## config.mk

```make
export PLATFORM = sky130hd
export DESIGN_NAME = knn_vote
export DESIGN_NICKNAME = d
export VERILOG_FILES = /design/src/rtl/knn_pkg.sv /design/src/rtl/knn_match_count.sv /design/src/rtl/knn_vote.sv
export SDC_FILE = /design/constraint.sdc
export NUM_CORES = 1
export LEC_CHECK = 0
export CAP_MARGIN = 15
export CORE_MARGIN = 3
export CORE_UTILIZATION = 46
export DETAILED_ROUTE_END_ITERATION = 7
export GPL_TIMING_DRIVEN = 1
export PLACE_DENSITY_LB_ADDON = 0.1
export REMOVE_ABC_BUFFERS = 1
export SYNTH_ARGS = -nofsm -noshare
export SYNTH_HDL_FRONTEND = slang
export SYNTH_SLANG_ARGS = --single-unit
```

## constraint.sdc

```tcl
create_clock -name clk -period 4.6 [get_ports clk]
set_input_delay 0.46 -clock clk [delete_from_list [all_inputs] [get_ports clk]]
set_output_delay 0.46 -clock clk [all_outputs]
set_load 0.01 [all_outputs]
```

## src/rtl/knn_pkg.sv

```systemverilog
// knn_pkg: shared sizing, invalid-distance marker and FSM encoding for the KNN blocks
package knn_pkg;
  localparam int K         = 4;
  localparam int DATA_INFO = 40;
  localparam int LABEL_W   = 8;
  localparam int DIST_W    = DATA_INFO - LABEL_W;
  localparam logic [DIST_W-1:0] INV_DIST = '1;
  localparam logic [1:0] S_IDLE = 2'd0;
  localparam logic [1:0] S_SCAN = 2'd1;
  localparam logic [1:0] S_DONE = 2'd2;
endpackage

```

## src/rtl/knn_match_count.sv

```systemverilog
// knn_match_count: number of valid entries in a list whose label equals lbl
module knn_match_count #(
  parameter int K         = knn_pkg::K,
  parameter int DATA_INFO = knn_pkg::DATA_INFO,
  parameter int LABEL_W   = knn_pkg::LABEL_W,
  localparam int CW       = $clog2(K + 1)
) (
  input  logic [K*DATA_INFO-1:0] list,
  input  logic [LABEL_W-1:0]     lbl,
  output logic [CW-1:0]          cnt
);
  localparam int DW = DATA_INFO - LABEL_W;
  // entries with an all-ones distance are empty slots and never match
  always_comb begin
    cnt = '0;
    for (int j = 0; j < K; j++)
      cnt = cnt + CW'(!(&list[j*DATA_INFO+LABEL_W +: DW]) && list[j*DATA_INFO +: LABEL_W] == lbl);
  end
endmodule

```

## src/rtl/knn_vote.sv

```systemverilog
// knn_vote: majority vote over the K nearest neighbours, nearest wins ties
module knn_vote #(
  parameter int K         = knn_pkg::K,
  parameter int DATA_INFO = knn_pkg::DATA_INFO,
  parameter int LABEL_W   = knn_pkg::LABEL_W,
  localparam int CW       = $clog2(K + 1)
) (
  input  logic                   clk,
  input  logic                   rst_n,
  input  logic                   start,
  input  logic [K*DATA_INFO-1:0] nb_list,
  output logic                   busy,
  output logic                   done,
  output logic [LABEL_W-1:0]     label,
  output logic [CW-1:0]          votes,
  output logic                   empty
);
  import knn_pkg::*;
  localparam int IW = K > 1 ? $clog2(K) : 1;
  logic [1:0]             state;
  logic [K*DATA_INFO-1:0] snap;
  logic [IW-1:0]          idx;
  logic [CW-1:0]          best_cnt, mc, cand, nb_cnt;
  logic [LABEL_W-1:0]     best_lbl, cur_lbl, nb_lbl;
  logic [DATA_INFO-1:0]   cur;
  logic                   cur_inv, take;
  knn_match_count #(.K(K), .DATA_INFO(DATA_INFO), .LABEL_W(LABEL_W)) u_count (
    .list(snap),
    .lbl (cur_lbl),
    .cnt (mc)
  );
  // score the entry under idx and decide whether it beats the current best
  always_comb begin
    cur     = snap[idx*DATA_INFO +: DATA_INFO];
    cur_lbl = cur[LABEL_W-1:0];
    cur_inv = &cur[DATA_INFO-1:LABEL_W];
    cand    = cur_inv ? '0 : mc;
    take    = cand > best_cnt;
    nb_cnt  = take ? cand : best_cnt;
    nb_lbl  = take ? cur_lbl : best_lbl;
  end
  // IDLE/DONE accept start, SCAN walks idx, results latch on the way into DONE
  always_ff @(posedge clk or negedge rst_n) begin
    if (!rst_n) begin
      state    <= S_IDLE;
      snap     <= '0;
      idx      <= '0;
      best_cnt <= '0;
      best_lbl <= '0;
      label    <= '0;
      votes    <= '0;
      empty    <= 1'b0;
    end else if (state != S_SCAN && start) begin
      state    <= S_SCAN;
      snap     <= nb_list;
      idx      <= '0;
      best_cnt <= '0;
      best_lbl <= '0;
    end else if (state == S_SCAN) begin
      best_cnt <= nb_cnt;
      best_lbl <= nb_lbl;
      idx      <= idx + IW'(1);
      if (idx == IW'(K - 1)) begin
        state <= S_DONE;
        label <= nb_lbl;
        votes <= nb_cnt;
        empty <= nb_cnt == '0;
      end
    end else begin
      state <= S_IDLE;
    end
  end
  assign busy = state == S_SCAN;
  assign done = state == S_DONE;
endmodule

```

* Word level (Yosys, flattened, before mapping) *
Index checks and enable logic that the tools add are counted.

storage, ports and cells
  register bits = 187
  output and inout bits = 14
  word-level logic and storage cells = 54

operators by class
  add/sub/neg operators = 4
  $mul = 1
  order comparisons = 1
  equality and inequality tests = 9
  shift-type cells = 1
  multiplexer cells = 12
  bitwise operators = 1
  reduce and logical (&&, ||, !) cells = 17

operator list
  cell                 count
  $reduce_and 32->1    5
  $shiftx 160x9->40    1
  $eq 8x8->1           4
  $mux 8               3
  $mux 3               4
  $mux 2               5
  $add 3x1->3          2
  $logic_and 1x1->1    5
  $mul 2x3->5 const B  1
  $eq 2x2->1 const B   2
  $logic_not 1->1      4
  $gt 3x3->1           1
  $logic_not 3->1      1
  $ne 3x1->1 const B   1
  $reduce_and 3->1     1
  $add 1x1->2          1
  $add 2x1->2 const B  1
  $eq 2x1->1 const B   1
  $ne 2x1->1 const B   1
  $reduce_bool 2->1    1
  $not 1->1            1

* Logic depth before layout (Yosys ltp) *
Gate-level depths: netlist (run 1).

  depth after elaboration = 12
  depth in mapped cells = 20
  depth with buffers taken out = 18

* Hierarchy *
Synthesis (run 1) repeated with hierarchy kept, for this count alone.

unflattened totals
  cell total of the unflattened synthesis = 612
  area total of the unflattened synthesis = 8386.8 um^2

modules (own cells, without submodules)
  module           instances  cells an instance  area each (um^2)  seq. area each (um^2)
  knn_vote         1          514                7658.6            4679.5
  knn_match_count  1          98                 728.2             0.0

* Least setup slack after synthesis (run 1) *
OpenSTA, ideal clock, no wires.

  kind = register to register
  start = reg idx[0]
  end = reg votes[1]
  library setup time = 0.125 ns
  arrival = 4.430 ns
  required time = 4.475 ns
  slack = 0.046 ns
  stages on the path, launching flop included = 21
  buffers on the path = 3
  period minus slack after synthesis = 4.554 ns
  cells stage by stage = dfrtp_1 -> buf_6 -> buf_12 -> mux4_2 -> xor2_1 -> nor4_1 -> nand3_1 -> nor4_2 -> ha_1 -> fa_1 -> ha_1 -> inv_1 -> nor3_1 -> ha_1 -> nor2b_1 -> o21ai_0 -> and2_1 -> o41ai_2 -> buf_6 -> a221oi_2 -> mux2_2

on the way
  word-level cells in the longest chain between the ends = 10
  elaborated cells on any way between the ends = 19
  classes of those cells = 3 x add/sub; 1 x mul; 1 x order compare; 5 x eq/ne; 1 x shift; 2 x mux; 6 x reduce/logical

RTL lines
  element                    RTL line               source
  start, declared            knn_vote.sv:22         logic [IW-1:0] idx;
  start signal, assigned     knn_vote.sv:62         idx <= idx + IW'(1);
  $mul 2x3->5                knn_vote.sv:34         cur = snap[idx*DATA_INFO +: DATA_INFO];
  $shiftx 160x9->40          knn_vote.sv:34
  $eq 8x8->1                 knn_match_count.sv:17  cnt = cnt + CW'(!(&list[j*DATA_INFO+LABEL_W +: DW]) && list[j*DATA_INFO +: LABEL_W] == lbl);
  $logic_and 1x1->1          knn_match_count.sv:17
  $add 1x1->2                knn_match_count.sv:17
  $add 3x1->3 (2 in series)  knn_match_count.sv:17
  $mux 3                     knn_vote.sv:37         cand = cur_inv ? '0 : mc;
  $gt 3x3->1                 knn_vote.sv:38         take = cand > best_cnt;
  $mux 3                     knn_vote.sv:39         nb_cnt = take ? cand : best_cnt;
  end signal, assigned       knn_vote.sv:66         votes <= nb_cnt;
  end, declared              knn_vote.sv:15         output logic [CW-1:0] votes,

Parallel ways exist; a longest one is shown, timed or not.
A chain may end at the register's enable or synchronous reset.

* Final worst setup path (run 1) *
  start = reg idx[0]
  end = reg votes[0]

Same word-level chain as after synthesis.

==> results.md, run 1 <==
- Die height: ~140 µm
- DR DRC count: 0
- Internal power: roughly 5 mW
- Num rows: 47
- DR iter-0 viols: about 170
- DP HPWL: approximately 13000 µm
- Synth Area in Adders: 1.019%
- Syn Inst Count: between 500 and 600
- First-pass GRT wire length: 29700 µm
- Synth unique cells: roughly 40
- PwrDens: between 600 and 700 nW/µm²
- Post-synth EDFFs: 0
- Final period util: a little over nine tenths
- GRT Max-Usage Layer: met2
- Routed wire length: 17910 µm
- Seq/Total Area, Yosys: between 50 and 60%
- Nets@finish: 946
- Worst EP required: 4.97 ns
- Asr flop ratio synth: 100.0%
- Crit start category: flop
- Synth Area in Compound Gates: 3.212%
- CTS tree: yes
- Most frequent cells in the layout: dfrtp_1, clkdlybuf4s50_1, mux2_2, buf_4, nand4_1
- CTS max path bufs: 2
- Hold WC Path Type: primary input to asynchronous set/reset pin
- Setup Skew: between 0.01 and 0.015 ns
- Routed len/inst: between 15 and 20 µm
- Inserted Clock Buffers: 17
- Static Leak: around 4.7 nW
- Full die area: 19240 µm²
- Met1 Track Usage GR: ~23%
- Cell-by-cell trace of the critical path: buf_6 > mux4_2 > buf_4 > xor2_1 > nor4_2 > nand3_1 > nor4_2 > ha_1 > fa_2 > ha_4 > inv_2 > nor3_2 > ha_1 > nor2b_4 > o21ai_2 > or2_4 > o41ai_4 > buf_6 > a221oi_4 > mux2_4
- Reg clk slew, reported paths: ~0.070 ns
- Top cells by area, synth: dfrtp_1, mux2_2, xor2_1, mux4_2, nand4_1
- M2 GR Usage: roughly a third
- I/O Pins: roughly 180
- Via/cell ratio: 5.203
- Reg power frac: between 30% and 40%
- CTS HTree Levels: 4
- Core area: around 17000 µm²
- GP Congestion: between 0.8 and 0.9
- Sw Ratio: around a third
- Final min period: about 4.4 ns
- Crit Path Class: flop to flop
- Top cell type's share of synthesized area: 57.76%
- Final Hold Fails: 0
- # port buffers: about 180
- Layout cells sized above 1: ~36%
- Antenna Nets Post-Route: 0
- Worst slack, placed: -0.4922 ns
- XOR/XNOR Fraction of Synth Area: 3.459%
- Final max-slew violation count: 0
- Ys Warns: 0
- Max-cap violations: 0
- CTS sink count: around 190
- Post-route setup slack: about 0.18 ns
- Peak VDD IR: approximately 0.48 mV
- Crit path largest cell delay: approximately 0.53 ns
- Worst Path Max Fanout: 5
- Yosys top cell by area: dfrtp_1
- Mapped Area: roughly 8100 µm²
- Max-slew headroom: between 30% and 40%
- Multiplexer share of the synthesized area: a little over a quarter
- CP endpoint kind: flop
- Clock latency on the worst-skew pair: 0.44 ns
- Mean Syn Cell Area: about 15 µm²
- DRT Pass-1 Iters: 4
- Gr ovfl total: 0
- Number of global-route vias before repair: between 5000 and 6000
- Layout area overhead: 37.25%
- Logic pwr share: between 40% and 50%
- Final setup viols: 0
- Clock power share: around a fifth
- All-Layer GR Usage: between 10% and 20%
- Initial antenna violation count: 0
- Fmax: ~0.23 GHz
- Largest net degree at the start of global routing: around 100
- Simple-gate portion of the synthesized area: between 6 and 7%
- Status: finished clean
- Slowest cell on crit path: mux4_2
- Via total after detailed routing: 5255
- Commonest non-fill, non-tap cell in the layout: dfrtp_1
- Met3 Use GR: ~7%
- Worst Tran Pin Value: roughly 1.0 ns
- Net Sw Power: about 2.5 mW
- #FFs+latches synth: roughly 190
- Clock Tree Root: clkbuf_16
- Ant. Diodes: 0
- Initial core utilization: between 40 and 50%
- Largest family of logic cells by synthesized area: multiplexers
- Die width: roughly 140 µm
- Main synth FF type: dfrtp_1
- WP data arrival: around 4.8 ns
- Layout Utilization: 65.65%
[kinds of logic after synthesis]
group / count (synthesis)
muxes: 179
AOI/OAI and AO/OA: 31
and+or+nand+nor: 90
DFF: 187
adders and majority gates: 6
buffers and inverters: 32
xor gates and xnor gates: 32
[stage by stage]
| step | instance area (µm²) | hold slack (ns) | power (mW) | TNS [ns] | instances |
|---|---|---|---|---|---|
| after floorplan | 7974 | 0.1644 | 4.965 | -15.16 | 532 |
| after global placement | 10340 | 0.4634 | 5.836 | -5.400 | 971 |
| after detailed placement | 10340 | 0.4744 | 5.992 | -7.669 | 971 |
| after CTS | 11080 | 0.1605 | 7.597 | -0.02069 | 1010 |
| after global routing | 11120 | 0.1918 | 8.084 | -0.04981 | 1010 |
| final | 11120 | 0.1094 | 7.584 | 0 | 1010 |
[final timing paths]
kind	startpoint	to	slack, ns	cells after the start
hold / removal	rst_n	snap[33]$_DFFE_PN0P_	0.11	1
max in group asynchronous	rst_n	state[1]$_DFFE_PN0P_	3.36	2
min in group clk	label[5]$_DFFE_PN0P_	label[5]$_DFFE_PN0P_	0.48	2
hold reg to reg	label[5]$_DFFE_PN0P_	label[5]$_DFFE_PN0P_	0.48	2
setup / recovery	idx[0]$_DFFE_PN0P_	votes[0]$_DFFE_PN0P_	0.18	20
setup reg to reg	idx[0]$_DFFE_PN0P_	votes[0]$_DFFE_PN0P_	0.18	20
[cell type report]
type                            count  area [µm²]
Clock buffer                       18       429.2
Clock inverter                     14       156.4
Fill cell                        1231        5817
Inverter                            7       26.28
Multi-Input combinational cell    338        3393
Sequential cell                   187        4682
Tap cell                          220       275.3
Timing Repair Buffer              226        2157
[registers in the layout, summed over array words and instances, names as in the netlist]
name      cells
snap        160
best_lbl      8
label         8
best_cnt      3
votes         3
idx           2
state         2
empty         1
[routing by layer]
metal	up-vias	wire length (µm)
li1	2485	-
met1	2650	7137
met2	106	9459
met3	14	1121
met4	0	193
met5	-	0
[Yosys cell counts (2+ instances only)]
library cell    n
dfrtp_1       187
mux2_2        162
nand4_1        32
xor2_1         28
nand2_1        21
clkbuf_1       14
o21ai_0        11
nor4_1         10
a22o_1          9
mux4_2          9
mux2i_1         8
inv_1           7
buf_1           6
nor4_2          6
ha_1            5
nand3_1         4
nor3_1          4
xnor2_1         4
a21o_1          2
a221oi_2        2
buf_2           2
buf_6           2
nand2b_1        2
nor2_1          2
nor2b_1         2
[worst max-delay path: cells and delay by family (launching register included)]
kind | cells | cell delay (ns)
fa+ha+maj | 4 | 1.20
simple gates | 6 | 0.86
mux | 2 | 0.73
compound gates | 3 | 0.52
buf+inv | 4 | 0.48
flops | 1 | 0.43
xor+xnor | 1 | 0.14
[power by group through the flow]
stage          sequential, mW  combinational, mW  clock, mW
2_1_floorplan            2.88               2.08          0
3_3_place_gp             2.92               2.92          0
3_5_place_dp             2.97               3.02          0
4_1_cts                  2.94               3.19       1.47
5_1_grt                  3.04               3.50       1.55
6_report                 2.94               3.22       1.43
[what timing repair did]
action                                  in CTS  in global routing
resized for setup                           20                 11
pin swaps                                   15                  5
hold buffers                                 0                  0
gates cloned                                 0                  0
endpoints found under the setup margin      21                 21
buffers inserted                             7                  0
Power figures use the tool's default switching activity.
==> run 2: changes to the inputs <==
- CORE_UTILIZATION: 46 -> 49
- DONT_BUFFER_PORTS: unset -> 1
==> run 2 against run 1 <==
The run now ends with hold timing, setup timing left; core utilization shrank 8.8 points; via count down 14%; non-clock buffer count decreased by 201; flip-flop and latch count unchanged; combinational power decreased by 17%; register-to-register slack got worse by 0.28 ns; critical path type unchanged; highest routed layer is now met5.
==> results.md, run 2 (same netlist as run 1, synthesis figures left out) <==
- Met3 Use GR: 7.675% (+0.71 points)
- Max-slew headroom: 41.57% (+8.4 points)
- Worst Tran Pin Value: 0.8765 ns (-0.1261 ns)
- Setup Skew: 0.009570 ns (-0.004753 ns)
- Hold WS: -0.2717 ns (-0.3811 ns)
- Placed Area: 8404 µm² (-19%)
- Clock Tree Root: clkbuf_16
- Largest register by flop count: snap
- RSZ-0062 raised after global routing: true
- First-pass GRT wire length: 25590 µm (-14%)
- Layout area overhead: 12.68%
- Placed insts: 765 (-21%)
- Reg clk slew, reported paths: 0.07 ns (about the same)
- Final TNS setup: -1.175 ns (-1.175 ns)
- CTS HTree Levels: 4 (unchanged)
- CTS tree: yes
- Final min period: 4.696 ns (+0.2774 ns)
- Clock latency on the worst-skew pair: 0.43 ns (about the same)
- Failing checks: hold timing, setup timing
- Gr ovfl total: 0 (unchanged)
- Num rows: 46 (-2.1%)
- Die width: 134.6 µm (-3.0%)
- Die height: 134.6 µm (-3.0%)
- Max-cap violations: 0 (unchanged)
- Crit Path Class: flop to flop
- Slowest cell on crit path: mux4_2
- Layout cells sized above 1: 42.86% (+7.0 points)
- Final Cell Area: 9129 µm² (-18%)
- Crit path largest cell delay: 0.54 ns (about the same)
- CTS max path bufs: 2 (unchanged)
- DR DRC count: 0 (unchanged)
- Hold WC Path Type: primary input to asynchronous set/reset pin
- Cell-by-cell trace of the critical path: buf_12 > mux4_2 > xor2_1 > nor4_1 > nand3_1 > nor4_2 > ha_1 > fa_2 > ha_4 > inv_2 > nor3_2 > ha_1 > nor2b_2 > o21ai_2 > and2_4 > o41ai_4 > buf_4 > buf_4 > a221oi_4 > mux2_4
- Largest net degree at the start of global routing: 188 (+83%)
- Routed len/inst: 20.01 µm (+13%)
- Fmax: 0.2129 GHz (-5.9%)
- Post-route setup slack: -0.09608 ns (-0.2774 ns)
- Nets@finish: 745 (-21%)
- Static Leak: 3.831 nW (-18%)
- # port buffers: 0 (-100%)
- Routed wire length: 16110 µm (-10%)
- DRT Pass-1 Iters: 4 (unchanged)
- Full die area: 18110 µm² (-5.9%)
- Largest regs: snap x160, best_lbl x8, label x8
- Status: complete, but fails checks
- M2 GR Usage: 30.56% (-3.3 points)
- DP HPWL: 11580 µm (-14%)
- Pwr Total: 7.037 mW (-7.2%)
- All-Layer GR Usage: 18.22% (-1.1 points)
- I/O Pins: 177 (unchanged)
- Number of flip-flops under the largest register name: 160 (unchanged)
- Via/cell ratio: 5.606 (+7.8%)
- Worst slack, placed: -0.1324 ns (+0.3597 ns)
- Met1 Track Usage GR: 21.54% (-1.4 points)
- Non-filler instance count after layout: 805 (-20%)
- Via total after detailed routing: 4513 (-14%)
- Final Hold Fails: 187 (+187)
- Commonest non-fill, non-tap cell in the layout: dfrtp_1
- Final period util: 102.1% (+6.0 points)
- Initial core utilization: 50.45% (+2.6 points)
- Antenna Nets Post-Route: 0 (unchanged)
- Initial antenna violation count: 5 (+5)
- CTS sink count: 187 (unchanged)
- CP endpoint kind: flop
- Number of global-route vias before repair: 4856 (-17%)
- Worst EP required: 4.91 ns (-0.06 ns)
- Inserted Clock Buffers: 17 (unchanged)
- DR iter-0 viols: 217 (+25%)
- Most frequent cells in the layout: dfrtp_1, mux2_2, nand4_1, xor2_1, buf_4
- PwrDens: 770.8 nW/µm² (+13%)
- Core area: 16060 µm² (-5.2%)
- Peak VDD IR: 0.3379 mV (-29%)
- GP Congestion: 0.7840 (-9.2%)
- Worst Path Max Fanout: 3 (-2)
- Crit start category: flop
- Final setup viols: 21 (+21)
- Final max-slew violation count: 0 (unchanged)
- GRT Max-Usage Layer: met2
- WP data arrival: 5.00 ns (+0.21 ns)
## run 2: worst paths after layout
path / from / to / slack [ns] / depth (start not counted)
max: idx[0]$_DFFE_PN0P_ / votes[0]$_DFFE_PN0P_ / -0.1 / 20
min: rst_n / snap[30]$_DFFE_PN0P_ / -0.27 / 0
max reg2reg: idx[0]$_DFFE_PN0P_ / votes[0]$_DFFE_PN0P_ / -0.1 / 20
min reg2reg: best_lbl[7]$_DFFE_PN0P_ / best_lbl[7]$_DFFE_PN0P_ / 0.50 / 1
max in group asynchronous: rst_n / snap[124]$_DFFE_PN0P_ / 4.63 / 0
min in group clk: nb_list[94] / snap[94]$_DFFE_PN0P_ / 0.18 / 1
## run 2: final cells by class
type | count | area [µm²]
diodes | 1 | 2.502
clock buffers | 18 | 429.2
clock inverters | 13 | 115.1
fillers | 1317 | 6929
inverters | 7 | 26.28
multi-input cells | 338 | 3367
flip-flops and latches | 187 | 4681
well taps | 216 | 270.3
repair buffers | 25 | 237.7
## run 2: power breakdown
part / internal, mW / total [mW] / leakage [nW] / switching, mW
sequential: 2.47 / 3.01 / 2.23 / 0.536
combinational: 1.56 / 2.68 / 1.34 / 1.12
clock: 0.704 / 1.35 / 0.260 / 0.643
## run 2: through the flow
stage	utilization, %	hold slack, ns
after CTS	56.02	-0.2909
after global routing	56.85	-0.3000
after global placement	52.34	0.1687
after detailed placement	52.34	0.1693
final	56.85	-0.2717
after floorplan	-	0.1644
## run 2: timing repair
item / CTS / global route
gates resized for setup: 4 / 21
hold endpoints to repair: 187 / 187
setup buffers: 4 / 4
setup endpoints to repair: 21 / 21
pin swaps: 4 / 22
## run 2: critical path, delay by kind of cell, from the launching register on
kind	cells	cell delay (ns)
buffers and inverters	4	0.51
adder cells (fa/ha/maj)	4	1.17
AND/OR/NAND/NOR	6	1.05
XOR/XNOR	1	0.16
flip-flops	1	0.41
AO/OA/AOI/OAI	3	0.47
multiplexers	2	0.81
## run 2: metal layers
metal,routed length [µm],vias up
met5,57,-
met4,187,8
met3,1201,21
met2,8236,113
met1,6423,2289
li1,-,2082
